[src/rtl/gb_serial.sv]
// rtl/gb_serial.sv - serial link port: SB/SC registers, 8-bit MSB-first duplex shifter, irq on completion
module gb_serial #(
  parameter int CLK_DIV = 512
) (
  input  logic       clk,
  input  logic       reset_n,
  input  logic       sel_ser,
  input  logic [1:0] adr,
  input  logic [7:0] din,
  input  logic       write,
  input  logic       read,
  output logic [7:0] dout,
  input  logic       sin,
  output logic       sout,
  input  logic       sclk_in,
  output logic       sclk_out,
  output logic       sclk_oe,
  output logic       irq
);

  typedef enum logic {IDLE, XFER} state_t;
  localparam int DW = $clog2(CLK_DIV);

  state_t        state, state_nx;
  logic [7:0]    sb, sb_nx;
  logic          sc_start, sc_start_nx, sc_int, sc_int_nx;
  logic [DW-1:0] divider, divider_nx;
  logic [3:0]    bitcnt, bitcnt_nx;
  logic          sout_nx, sclk_out_nx, irq_nx;
  logic          s1, s2, s3;
  logic          fall_ev, rise_ev;
  logic          wr_sb, wr_sc;

  assign wr_sb   = sel_ser & write & (adr == 2'b01);
  assign wr_sc   = sel_ser & write & (adr == 2'b10);
  assign sclk_oe = sc_int;

  always_comb begin
    dout = 8'h00;
    if (sel_ser & read) begin
      case (adr)
        2'b01:   dout = sb;
        2'b10:   dout = {sc_start, 6'b111111, sc_int};
        default: dout = 8'h00;
      endcase
    end
  end

  always_comb begin
    state_nx    = state;
    sb_nx       = sb;
    sc_start_nx = sc_start;
    sc_int_nx   = sc_int;
    divider_nx  = divider;
    bitcnt_nx   = bitcnt;
    sout_nx     = sout;
    sclk_out_nx = sclk_out;
    irq_nx      = 1'b0;
    fall_ev     = 1'b0;
    rise_ev     = 1'b0;
    if (state == XFER) begin
      if (sc_int) begin
        fall_ev    = (divider == DW'(CLK_DIV/2 - 1));
        rise_ev    = (divider == DW'(CLK_DIV - 1));
        divider_nx = rise_ev ? '0 : divider + DW'(1);
      end else begin
        fall_ev = s3 & ~s2;
        rise_ev = ~s3 & s2;
      end
      if (fall_ev) begin
        sout_nx = sb[7];
        if (sc_int) sclk_out_nx = 1'b0;
      end
      if (rise_ev) begin
        sb_nx       = {sb[6:0], sin};
        bitcnt_nx   = bitcnt + 4'd1;
        sclk_out_nx = 1'b1;
        if (bitcnt == 4'd7) begin
          state_nx    = IDLE;
          sc_start_nx = 1'b0;
          irq_nx      = 1'b1;
          divider_nx  = '0;
          bitcnt_nx   = 4'd0;
        end
      end
    end
    if (wr_sb && state == IDLE) sb_nx = din;
    // CPU writes are applied after the shift logic so a coinciding SC write wins.
    if (wr_sc) begin
      if (din[7]) begin
        if (state == IDLE) begin
          sc_int_nx   = din[0];
          sc_start_nx = 1'b1;
          state_nx    = XFER;
          divider_nx  = '0;
          bitcnt_nx   = 4'd0;
        end
      end else begin
        sc_int_nx   = din[0];
        sc_start_nx = 1'b0;
        if (state == XFER) begin
          state_nx    = IDLE;
          sclk_out_nx = 1'b1;
          divider_nx  = '0;
          bitcnt_nx   = 4'd0;
        end
      end
    end
  end

  always_ff @(posedge clk) begin
    if (!reset_n) begin
      state    <= IDLE;
      sb       <= 8'h00;
      sc_start <= 1'b0;
      sc_int   <= 1'b0;
      divider  <= '0;
      bitcnt   <= 4'd0;
      sout     <= 1'b1;
      sclk_out <= 1'b1;
      irq      <= 1'b0;
      s1       <= 1'b1;
      s2       <= 1'b1;
      s3       <= 1'b1;
    end else begin
      state    <= state_nx;
      sb       <= sb_nx;
      sc_start <= sc_start_nx;
      sc_int   <= sc_int_nx;
      divider  <= divider_nx;
      bitcnt   <= bitcnt_nx;
      sout     <= sout_nx;
      sclk_out <= sclk_out_nx;
      irq      <= irq_nx;
      s1       <= sclk_in;
      s2       <= s1;
      s3       <= s2;
    end
  end

endmodule

[config.mk]
export PLATFORM = sky130hd
export DESIGN_NAME = gb_serial
export DESIGN_NICKNAME = d
export VERILOG_FILES = /design/src/rtl/gb_serial.sv
export SDC_FILE = /design/constraint.sdc
export NUM_CORES = 1
export LEC_CHECK = 0
export BUFFER_PORTS_ARGS = -buffer_cell sky130_fd_sc_hd__buf_4
export CAP_MARGIN = 0
export CORE_MARGIN = 8
export CORE_UTILIZATION = 59
export CTS_BUF_LIST = sky130_fd_sc_hd__clkbuf_16
export DETAILED_ROUTE_END_ITERATION = 10
export GPL_ROUTABILITY_DRIVEN = 0
export PLACE_DENSITY = 0.94
export SLEW_MARGIN = 20
export SYNTH_ARGS = -nofsm -noshare
export SYNTH_HDL_FRONTEND = slang
export SYNTH_SLANG_ARGS = --single-unit
[constraint.sdc]
create_clock -name clk -period 3.1 [get_ports clk]
set_input_delay 0.465 -clock clk [delete_from_list [all_inputs] [get_ports clk]]
set_output_delay 0.465 -clock clk [all_outputs]
set_load 0.05 [all_outputs]
Word-level counts from Yosys, hierarchy flattened
Index checks and enable logic that the tools add are counted.
{ "word_totals": {"inputBits": 17, "wordCells": 84, "regBits": 30, "out_inout_bits": 12} }
{ "classes": {"n_addsub": 2, "n_eq_ne": 6, "bitwise_logic": 9, "n_reduce_logical": 7, "muxes": 48} }
{ "ops": {"columns": ["op", "count"], "rows": [
  ["$mux 9", 9],
  ["$mux 8", 4],
  ["$mux 4", 7],
  ["$mux 1", 27],
  ["$pmux 8 s2", 1],
  ["$add 9x1->9 const B", 1],
  ["$eq 9x8->1 const B", 1],
  ["$eq 9x9->1 const B", 1],
  ["$and 1x1->1", 6],
  ["$reduce_and 2->1", 3],
  ["$add 4x1->4 const B", 1],
  ["$eq 4x3->1 const B", 1],
  ["$reduce_bool 2->1", 2],
  ["$not 1->1", 3],
  ["$reduce_and 3->1", 1],
  ["$eq 2x1->1 const B", 1],
  ["$eq 2x2->1 const B", 1],
  ["$ne 2x2->1 const B", 1],
  ["$logic_and 1x1->1", 1]
]} }

Longest topological paths before layout
{ "logic_depth": {"depth_word": 10, "mapped_depth": 10, "mapped_depth_nobuf": 9} }

Least setup slack after synthesis
OpenSTA, ideal clock, no wires.
{ "synth_path": {"path_kind": "flip-flop to output port", "startpoint": "reg sc_int, in the netlist sclk_oe", "endpoint": "out dout[0]", "arrival_ps": 1759, "n_path_buf": 1, "stages_incl_launch_ff": 4, "required_ps": 2635, "path_slack_ps": 876, "cell_sequence": "dfxtp_1 buf_2 a22oi_1 nor2_1"} }
{ "synth_via": {"elab_chain_cells": 2} }
{ "synth_lines": {"columns": ["item", "line_no", "rtl"], "rows": [
  ["from (decl)", "26", "logic sc_start, sc_start_nx, sc_int, sc_int_nx;"],
  ["from (signal assigned)", "129", "sc_int <= sc_int_nx;"],
  ["$pmux 8 s2", "41", "case (adr)"],
  ["$mux 8", "40", "if (sel_ser & read) begin"],
  ["to (decl)", "12", "output logic [7:0] dout,"]
]} }
No other way between the ends.

Final worst setup path
{ "layout_path": {"startpoint": "reg divider[0]", "endpoint": "reg divider[6]"} }
{ "layout_via": {"elab_chain_cells": 9, "word_cells_on_any_way": 13, "cone_classes": "1 x add/sub; 1 x eq/ne; 11 x mux"} }
{ "layout_lines": {"columns": ["item", "line_no", "rtl"], "rows": [
  ["from (decl)", "27", "logic [DW-1:0] divider, divider_nx;"],
  ["from (signal assigned)", "130", "divider <= divider_nx;"],
  ["$add 9x1->9 / $eq 9x9->1 (equally long branches)", "65, 64", null],
  ["$mux 9", "65", "divider_nx = rise_ev ? '0 : divider + DW'(1);"],
  ["$mux 9", "62", "if (sc_int) begin"],
  ["$mux 9", "78", "if (bitcnt == 4'd7) begin"],
  ["$mux 9 (*)", "74", "if (rise_ev) begin"],
  ["$mux 9 (*)", "61", "if (state == XFER) begin"],
  ["$mux 9 (on tied branches)", "101, 91", null],
  ["$mux 9", "90", "if (din[7]) begin"],
  ["$mux 9 (*)", "89", "if (wr_sc) begin"]
]} }
Every way passes the cells marked *; elsewhere a longest branch is shown, timed or not. The select of a mux whose other input is x is not followed.
A chain may end at the register's enable or synchronous reset.

==> reports/results.txt <==
Seq pwr share = 44.0%
design area = 2000 um^2
setup bufs post-CTS = 0
global route total overflow = 0
Worst Clk Skew = 0.00866 ns
switch share = 22.2%
crit path launch type = flop
RSZ-0062 raised after global routing = no
worst rel slew slack = 52.9%
initial drt markers = 149
Syn Inst Count = 193
first-pass GRT wire length = 6780 um
slowest CP cell = a21boi_4
combinational share of power = 8.0%
Clock Tree Buf Depth = 2
count leader, synth = dfxtp_1
post-detailed-route count of antenna-violating nets = 0
worst slew pin tran = 0.706 ns
worst min path class = primary input to flop
P_int = 707 uW
drt wl/cell = 16.5 um
via count = 1621
DR vias/cell = 6.54
Critical Path Fanout Max = 14
post-layout util = 73.2%
Final Net Count = 242
vias in the first global route = 1492
worst r2r src = divider[0]
Crit path depth = 9
placed instance area = 1870 um^2
Hold Vio Cnt, Final = 0
CTS Buf Count = 5
critical path, cell by cell = ha_1 -> nand2_1 -> nor2_1 -> and3_1 -> ha_1 -> nand2_1 -> a21boi_4 -> nor2_2 -> a221o_1
Starting Density = 61.1%
Seq/Total Area, Yosys = 35.9%
final period utilization = 75.2%
Post-synth EDFFs = 0
pwr/cell area = 454 nW/um^2
CTS resizes = 0
Die W = 69.2 um
uppermost layer routed = met4
crit path to = divider[6]
R2R depth = 9
fmax = 429 MHz
Final Max Tran Viols = 0
Clk Latency, worst-skew pair = 0.28 ns
WL met1 = 1660 um
Max VDD drop = 0.536 mV
clock power share = 48.0%
DIE AREA = 4790 um^2
CP Capture Type = flop
# DRC = 0
post-route minimum period = 2.33 ns
DRT Wirelength = 4100 um
WP data arrival = 2.49 ns
port buffer count = 28
Setup Crit Path Kind = flop to flop
syn_nets = 217
Post-synth top cells = dfxtp_1, nand2_1, nor2_1
Synth-to-Final Area Change = 19.7%
pin count of the biggest net entering global routing = 24
outcome = finished clean
Worst setup startpoint = divider[0]
flop2flop setup slack = 0.77 ns
I/O Pins = 29
fraction of registers with async set/reset = 0%
worst hold slack = 0.376 ns
total negative slack = 0 ns
DPL Wire Length = 2870 um
Synth cell types = 51
clock sink total = 30
Met2 Wirelength = 2000 um
Pleak = 0.808 nW
share of the synthesized area in the top cell type = 35.9%
CTS clk-pin slew, worst paths = 0.04 ns
warnings from Yosys = 0
Psw = 202 uW
CP bufs+invs = 0
routed wl met3 = 347 um
syn_area_per_cell = 8.66 um^2
CP delay by family, top = compound AO/OA/AOI/OAI gates
GRT Util Overall = 16.7%
Placeable Area = 2730 um^2
Required @ worst endpoint = 3.26 ns
final setup vio count = 0
flops & latches, synth = 30
Cell Area, Synth = 1670 um^2
CTS tree = built
H-tree depth = 2
DRT Pass-1 Iters = 4
die height = 69.2 um
proportion of layout cells with a drive suffix above 1 = 18.0%
cell taking the most area after synthesis = dfxtp_1
hold_buf cts = 0
# fillers = 208
synth top area cells = dfxtp_1, ha_1, nand2_1
crit-path max cell delay = 0.44 ns
initial antenna violation count = 0
max-cap violations = 0
predominant post-synthesis flop cell = dfxtp_1
diode count = 0
R2R Path End = divider[6]
Core Rows = 19
WHS Path Cells = 2
CTS root buf = clkbuf_16
## power groups by stage
stage	clock, mW	sequential (mW)	combinational (mW)
final	0.436	0.400	0.0726
after global routing	0.457	0.401	0.0784
after CTS	0.440	0.400	0.0721
after detailed placement	0	0.407	0.0712
after global placement	0	0.407	0.0699
after floorplan	0	0.404	0.0443
## per-layer routing
metal  vias to the layer above  global-route usage, %
met4                         0                   7.52
met5                         -                      0
met2                        67                   27.2
met1                       772                   18.8
met3                        10                   6.15
li1                        772                      -
## cells by family (layout without fill, tap and decap cells)
kind of cell    Yosys count  count (layout)  synth area share, %
flops                    30              30                 35.9
mux                       5               5                 2.99
buf+inv                  17              41                 4.49
xor+xnor                  3               3                 1.57
compound gates           57              57                 25.7
simple gates             74              74                 24.1
fa+ha+maj                 7               7                 5.24
## stage by stage
step | power [mW] | cells | worst slack, ns
detailed placement | 0.479 | 242 | 0.789
floorplan | 0.449 | 193 | 0.876
global route | 0.936 | 248 | 0.569
global placement | 0.477 | 242 | 0.897
CTS | 0.912 | 248 | 0.795
finish | 0.909 | 248 | 0.769
## placed cells by master (no fill, tap or decap), types with 2 or more instances in the layout
master     count
dfxtp_1       30
buf_4         28
nand2_1       19
nor2_1        13
a21oi_1       12
nand3_1       10
inv_1          7
o21ai_0        7
ha_1           7
and3_1         6
a32o_1         6
a21boi_0       6
mux2i_1        5
clkbuf_16      5
nor3b_1        4
nand2b_1       4
a32oi_1        4
and2_1         3
nand4_1        3
xnor2_1        3
a22oi_1        2
a41oi_1        2
a31oi_1        2
nor4b_1        2
a211oi_1       2
## registers in the layout, indices dropped and copies added (netlist names)
register,count
s2,1
sclk_oe,1
s1,1
sc_start,1
sout,1
divider,9
state,1
irq,1
sclk_out,1
sb,8
bitcnt,4
s3,1
## cell type report
cell class	instances	area [um^2]	share of cell area, %
clock buffers	5	125	6.25
clock inverters	1	3.75	0.188
inverters	7	26.3	1.31
multi-input cells	146	996	49.8
flip-flops and latches	30	601	30.0
well taps	31	38.8	1.94
repair buffers	28	210	10.5
## how the worst min path moves through the flow
stage,from,endpoint,slack (ns)
2_1_floorplan,s1,s2,0.39
3_3_place_gp,s1,s2,0.39
3_5_place_dp,s1,s2,0.40
4_1_cts,sclk_in,s1,0.37
5_1_grt,sclk_in,s1,0.38
6_report,sclk_in,s1,0.38
No activity file was read; power rests on OpenSTA's default activity.
